--- src/rtl/mp3_sdi_shifter.sv ---
// SDI serialiser for the mp3 decoder: shifts one byte per md_start out on mp3_clk/mp3_dat/mp3_bsync,
// paces the DMA through md_rdy and synchronises the decoder's asynchronous DREQ pin.
module mp3_sdi_shifter #(
  parameter int DIV       = 2,
  parameter int MSB_FIRST = 1,
  parameter int BSYNC_EN  = 1
) (
  input  logic       clk,
  input  logic       rst,
  input  logic [7:0] md_din,
  input  logic       md_start,
  output logic       md_rdy,
  output logic       md_dreq,
  input  logic       mp3_dreq,
  output logic       mp3_clk,
  output logic       mp3_dat,
  output logic       mp3_bsync
);

  localparam int DW = $clog2(DIV + 1);
  localparam logic [DW-1:0] DIV_LAST = DW'(DIV - 1);

  typedef enum logic [1:0] {IDLE, LOW, HIGH} state_t;

  state_t        state_q;
  logic [DW-1:0] div_q;
  logic [2:0]    bit_q;
  logic [7:0]    sh_q;
  logic [7:0]    sh_d;
  logic          clk_q, dat_q, bsync_q, rdy_q;
  logic          sync1_q, sync2_q;

  function automatic logic lead_bit(input logic [7:0] b);
    return (MSB_FIRST != 0) ? b[7] : b[0];
  endfunction

  // The bit on the wire always sits at the leading end of the shift register.
  always_comb begin
    sh_d = (MSB_FIRST != 0) ? {sh_q[6:0], 1'b0} : {1'b0, sh_q[7:1]};
  end

  always_ff @(posedge clk) begin
    if (rst) begin
      state_q <= IDLE;
      div_q   <= '0;
      bit_q   <= '0;
      sh_q    <= '0;
      clk_q   <= 1'b0;
      dat_q   <= 1'b0;
      bsync_q <= 1'b0;
      rdy_q   <= 1'b1;
      sync1_q <= 1'b0;
      sync2_q <= 1'b0;
    end else begin
      sync1_q <= mp3_dreq;
      sync2_q <= sync1_q;
      case (state_q)
        IDLE: begin
          if (md_start) begin
            sh_q    <= md_din;
            dat_q   <= lead_bit(md_din);
            bsync_q <= (BSYNC_EN != 0);
            bit_q   <= '0;
            div_q   <= '0;
            rdy_q   <= 1'b0;
            state_q <= LOW;
          end
        end
        LOW: begin
          if (div_q == DIV_LAST) begin
            div_q   <= '0;
            clk_q   <= 1'b1;
            state_q <= HIGH;
          end else begin
            div_q <= div_q + DW'(1);
          end
        end
        HIGH: begin
          if (div_q == DIV_LAST) begin
            // Falling edge: data and bsync only ever change here.
            div_q   <= '0;
            clk_q   <= 1'b0;
            bsync_q <= 1'b0;
            if (bit_q == 3'd7) begin
              rdy_q   <= 1'b1;
              state_q <= IDLE;
            end else begin
              sh_q    <= sh_d;
              dat_q   <= lead_bit(sh_d);
              bit_q   <= bit_q + 3'd1;
              state_q <= LOW;
            end
          end else begin
            div_q <= div_q + DW'(1);
          end
        end
        default: state_q <= IDLE;
      endcase
    end
  end

  assign md_rdy    = rdy_q;
  assign md_dreq   = sync2_q;
  assign mp3_clk   = clk_q;
  assign mp3_dat   = dat_q;
  assign mp3_bsync = bsync_q;

endmodule

--- config.mk ---
export PLATFORM = sky130hd
export DESIGN_NAME = mp3_sdi_shifter
export DESIGN_NICKNAME = d
export VERILOG_FILES = /design/src/rtl/mp3_sdi_shifter.sv
export SDC_FILE = /design/constraint.sdc
export NUM_CORES = 1
export LEC_CHECK = 0
export ABC_AREA = 1
export BUFFER_PORTS_ARGS = -buffer_cell sky130_fd_sc_hd__buf_4
export CELL_PAD_IN_SITES_DETAIL_PLACEMENT = 0
export CELL_PAD_IN_SITES_GLOBAL_PLACEMENT = 1
export CORE_MARGIN = 2
export CORE_UTILIZATION = 41
export CTS_CLUSTER_SIZE = 14
export DETAILED_ROUTE_END_ITERATION = 16
export PLACE_DENSITY = 0.91
export SYNTH_ARGS = -nofsm -noshare
export SYNTH_HDL_FRONTEND = slang
export SYNTH_SLANG_ARGS = --single-unit
export TNS_END_PERCENT = 1
--- constraint.sdc ---
create_clock -name clk -period 3.6 [get_ports clk]
set_clock_uncertainty 0.05 [all_clocks]
set_input_delay 0.9 -clock clk [delete_from_list [all_inputs] [get_ports clk]]
set_output_delay 0.9 -clock clk [all_outputs]
set_load 0.02 [all_outputs]
Word-level counts from Yosys, hierarchy flattened:

Index checks and enable logic that the tools add are counted.
W data, S select, Z words.

* bits in registers: 20
* bits of input ports: 12
* output and inout bits: 5
* word-level logic and storage cells: 61

* $add $sub $neg: 2
* equal/unequal tests: 9
* mux-type cells: 29
* reduce and logical (&&, ||, !) cells: 11

Operators by type and width (count)
* $mux W7: 3
* $pmux W7 S2: 1
* $mux W1: 10
* $mux W2: 5
* $ne A2 B2 Y1 const B: 5
* $mux W3: 3
* $reduce_and A3 Y1: 3
* $pmux W1 S2: 4
* $reduce_and A4 Y1: 2
* $pmux W2 S3: 1
* $pmux W3 S2: 1
* $reduce_bool A2 Y1: 3
* $eq A2 B1 Y1 const B: 2
* $pmux W2 S2: 1
* $add A3 B1 Y3 const B: 1
* $eq A3 B3 Y1 const B: 1
* $add A2 B1 Y2 const B: 1
* $eq A2 B2 Y1 const B: 1
* $logic_not A2 Y1: 1
* $reduce_and A2 Y1: 1
* $reduce_or A2 Y1: 1

Longest topological paths before layout:

* word-level depth: 4
* mapped depth: 9

Worst setup path before layout:

OpenSTA, ideal clock, no wires.

* path kind: input to register
* start point: input md_start
* end point: register rdy_q, in the netlist md_rdy
* library setup time: 119 ps
* arrival: 1463 ps
* path slack: 1968 ps
* stages on the path: 6
* buffers on the path: 1
* path through: inv_1 -> nand2_1 -> buf_4 -> nand3_1 -> o21ai_0 -> nand2_1

* longest elaborated chain between the ends: 2

Ends and longest elaborated chain
* start: declaration: RTL line 11 `input logic md_start,`
* $ne A2 B2 Y1 (no line)
* $reduce_and A4 Y1 (no line)
* end signal: assignment: RTL line 51 `rdy_q <= 1'b1;`
* end signal: assignment: RTL line 65 `rdy_q <= 1'b0;`
* end signal: assignment: RTL line 85 `rdy_q <= 1'b1;`
* end: declaration: RTL line 30 `logic clk_q, dat_q, bsync_q, rdy_q;`

Every way passes these cells.
A chain may end at the register's enable or synchronous reset.

Final worst setup path:

* start point: register bsync_q, in the netlist mp3_bsync
* end point: output mp3_bsync

RTL lines
* start: declaration: RTL line 30
* start signal: assignment: RTL line 62 `bsync_q <= (BSYNC_EN != 0);`
* end: declaration: RTL line 17 `output logic mp3_bsync`

No word-level cell between the ends.

==> flow_metrics.tcl <==
set metrics [dict create \
    grt_overflow 0 \
    io_pins 17 \
    slowest_delay_ns 0.35 \
    clock_sinks 20 \
    cts_buffer_depth 2 \
    fillers 267 \
    viasPerCell 4.60 \
    required_ns 2.65 \
    start_util_pct 42.3 \
    pre_cts_slack_ns 1.66 \
    reg2reg_from "state_q[0]" \
    routed_wl_um 1820 \
    maxCapViolations 0 \
    drt_iter0_drc 20 \
    slew_headroom_pct 73.9 \
    cts_hold_buf 0 \
    synth_area_leaders "dfxtp_1 39%, nand2_1 15%, nor2_1 8.4%" \
    path_class "register to output port" \
    clock_tree.root_cell "clkbuf_4" \
    crit_family "flip-flops" \
    core_area_um2 2430 \
    grt_antenna_before_repair 0 \
    synth-edff-count 0 \
    synth-seq-cells 20 \
    syn_nets 168 \
    cts_buffers 3 \
    worstHoldPathCells 2 \
    clkSlewWorstSetupHoldPaths_ns 0.11 \
    rsz0062_at_grt "false" \
    dp_hpwl_um 1330 \
    nNetsFinal 184 \
    cts_tree "built" \
    hold_end "md_dreq" \
    start_kind "register" \
    yosysMostFrequentCell "nand2_1" \
    async_flop_share_pct 0 \
    fin_crit_sh_pct 48.2 \
    end_kind "output port" \
    r2r_end "mp3_dat" \
    via_count 897 \
    total_leakage_power_nw 0.611 \
    die_w_um 54.1 \
    crit_slowest_cell "dfxtp_1" \
    timing.hold.ws_ns 0.364 \
    synth_cells 150 \
    drc 0 \
    cts_htree_levels 1 \
    dieArea_um2 2930 \
    ys_warn_count 0 \
    routabilityCongestion 0.806 \
    dr.pass1.iters 4 \
    synth_top_area_cell "dfxtp_1" \
    min_from "sync1_q" \
    status "finished, final reports clean" \
    cts_setup_buffers 0 \
    cts_resized 0 \
    worstMarginPinSlew_ns 0.390 \
    r2r_cells 9 \
    yosys-top-cells-count "42 x nand2_1, 23 x nor2_1, 22 x inv_1" \
    crit_chain "buf_4" \
    grt_usage_pct 15.2 \
    wl_per_cell_um 9.34 \
    ant_nets 0 \
    setup_ws_ns 1.86 \
    worstPathArrival_ns 0.79 \
    hp-class "register to register" \
    period_minus_slack_ns 1.74 \
    placementRows 18 \
    syn_to_final_growth_pct 15.2 \
    power_density_nw_per_um2 525 \
    fmax_ghz 0.576 \
    path_max_fanout 2 \
    port_buffers 16 \
    grt_pass1_vias 776 \
    drive_above_1_share_pct 17.0 \
    synth_area_um2 1030 \
    finalHoldViolations 0 \
    r2r_setup_slack_ns 1.91 \
    ir_drop_uv 303 \
    synth_top_cell_area_share_pct 38.9 \
    diodes 0 \
    critical_path_buf_inv_count 1 \
    clk_latency_ns 0.30 \
    synth-main-ff-cell "dfxtp_1" \
    fp.dieH_um 54.1 \
    seq_area_frac_synth_pct 38.9 \
    worst-path-stages 1 \
    setup_violations 0 \
    crit_start "mp3_bsync" \
    avgSynthCellArea_um2 6.86 \
    yosysUniqueCellTypes 16 \
    grt_max_degree 20 \
    report.final.slew_viol_count 0 \
    fin_tns_setup_ns 0 \
    grt_pass1_wl_um 3180 \
]
==> state kept, by name, indices dropped and copies added, names as in the netlist <==
signal and count:
bit_q 3, div_q 2, md_dreq 1, md_rdy 1, mp3_bsync 1, mp3_clk 1, mp3_dat 1, sh_q 7
state_q 2, sync1_q 1
==> report_power, final <==
group	internal [W]	leakage, nW	switching [W]
Combinational	0.0000796	0.426	0.000138
Clock	0.0000617	0.0210	0.0000682
Sequential	0.000259	0.165	0.0000147
Total	0.000400	0.611	0.000221
==> layout by cell type, fill, tap and decap left out, drive strengths merged <==
cell,netlist,layout
dfxtp,20,20
a21oi,7,7
o21ai,10,10
inv,23,23
ha,6,6
nand2,46,46
nor2,23,23
nand4,4,4
clkbuf,0,4
buf,5,16
nand3,6,6
==> final cells by class <==
cell class	instances	area [um2]	area share (%)
Sequential cell	20	400	33.8
Clock buffer	4	36.3	3.06
Timing Repair Buffer	16	120	10.1
Inverter	23	86.3	7.29
Multi-Input combinational cell	102	504	42.6
Tap cell	30	37.5	3.17
==> worst max-delay path by stage <==
stage,end,slack [ns]
after CTS,mp3_clk,1.85
final,mp3_bsync,1.86
after floorplan,md_rdy,1.97
after global placement,mp3_dat,1.69
after global routing,mp3_dat,1.67
after detailed placement,sh_q[6],1.66
==> through the flow <==
step	total power, W	util (%)	std cells	instance area (um2)
2_1_floorplan	0.000461	-	150	1030
3_3_place_gp	0.000492	47.2	191	1150
3_5_place_dp	0.000498	47.2	191	1150
4_1_cts	0.000631	48.7	195	1180
5_1_grt	0.000681	48.7	195	1180
6_report	0.000622	48.7	195	1180
==> layer usage <==
metal | global-route usage, % | share of wire [%]
met1 | 17.3 | 48
met2 | 27.2 | 47
met3 | 3.33 | 3.1
met4 | 6.25 | 1.9
met5 | 0 | 0
==> kinds of logic (layout without fill, tap and decap cells) <==
family | Yosys count | count (layout) | share of synthesized area (%)
buffers and inverters | 28 | 43 | 12.0
DFF | 20 | 20 | 38.9
AOI/OAI and AO/OA | 17 | 17 | 9.00
adders and majority gates | 6 | 6 | 7.30
and+or+nand+nor | 79 | 79 | 32.7
No activity file was read; power rests on OpenSTA's default activity.
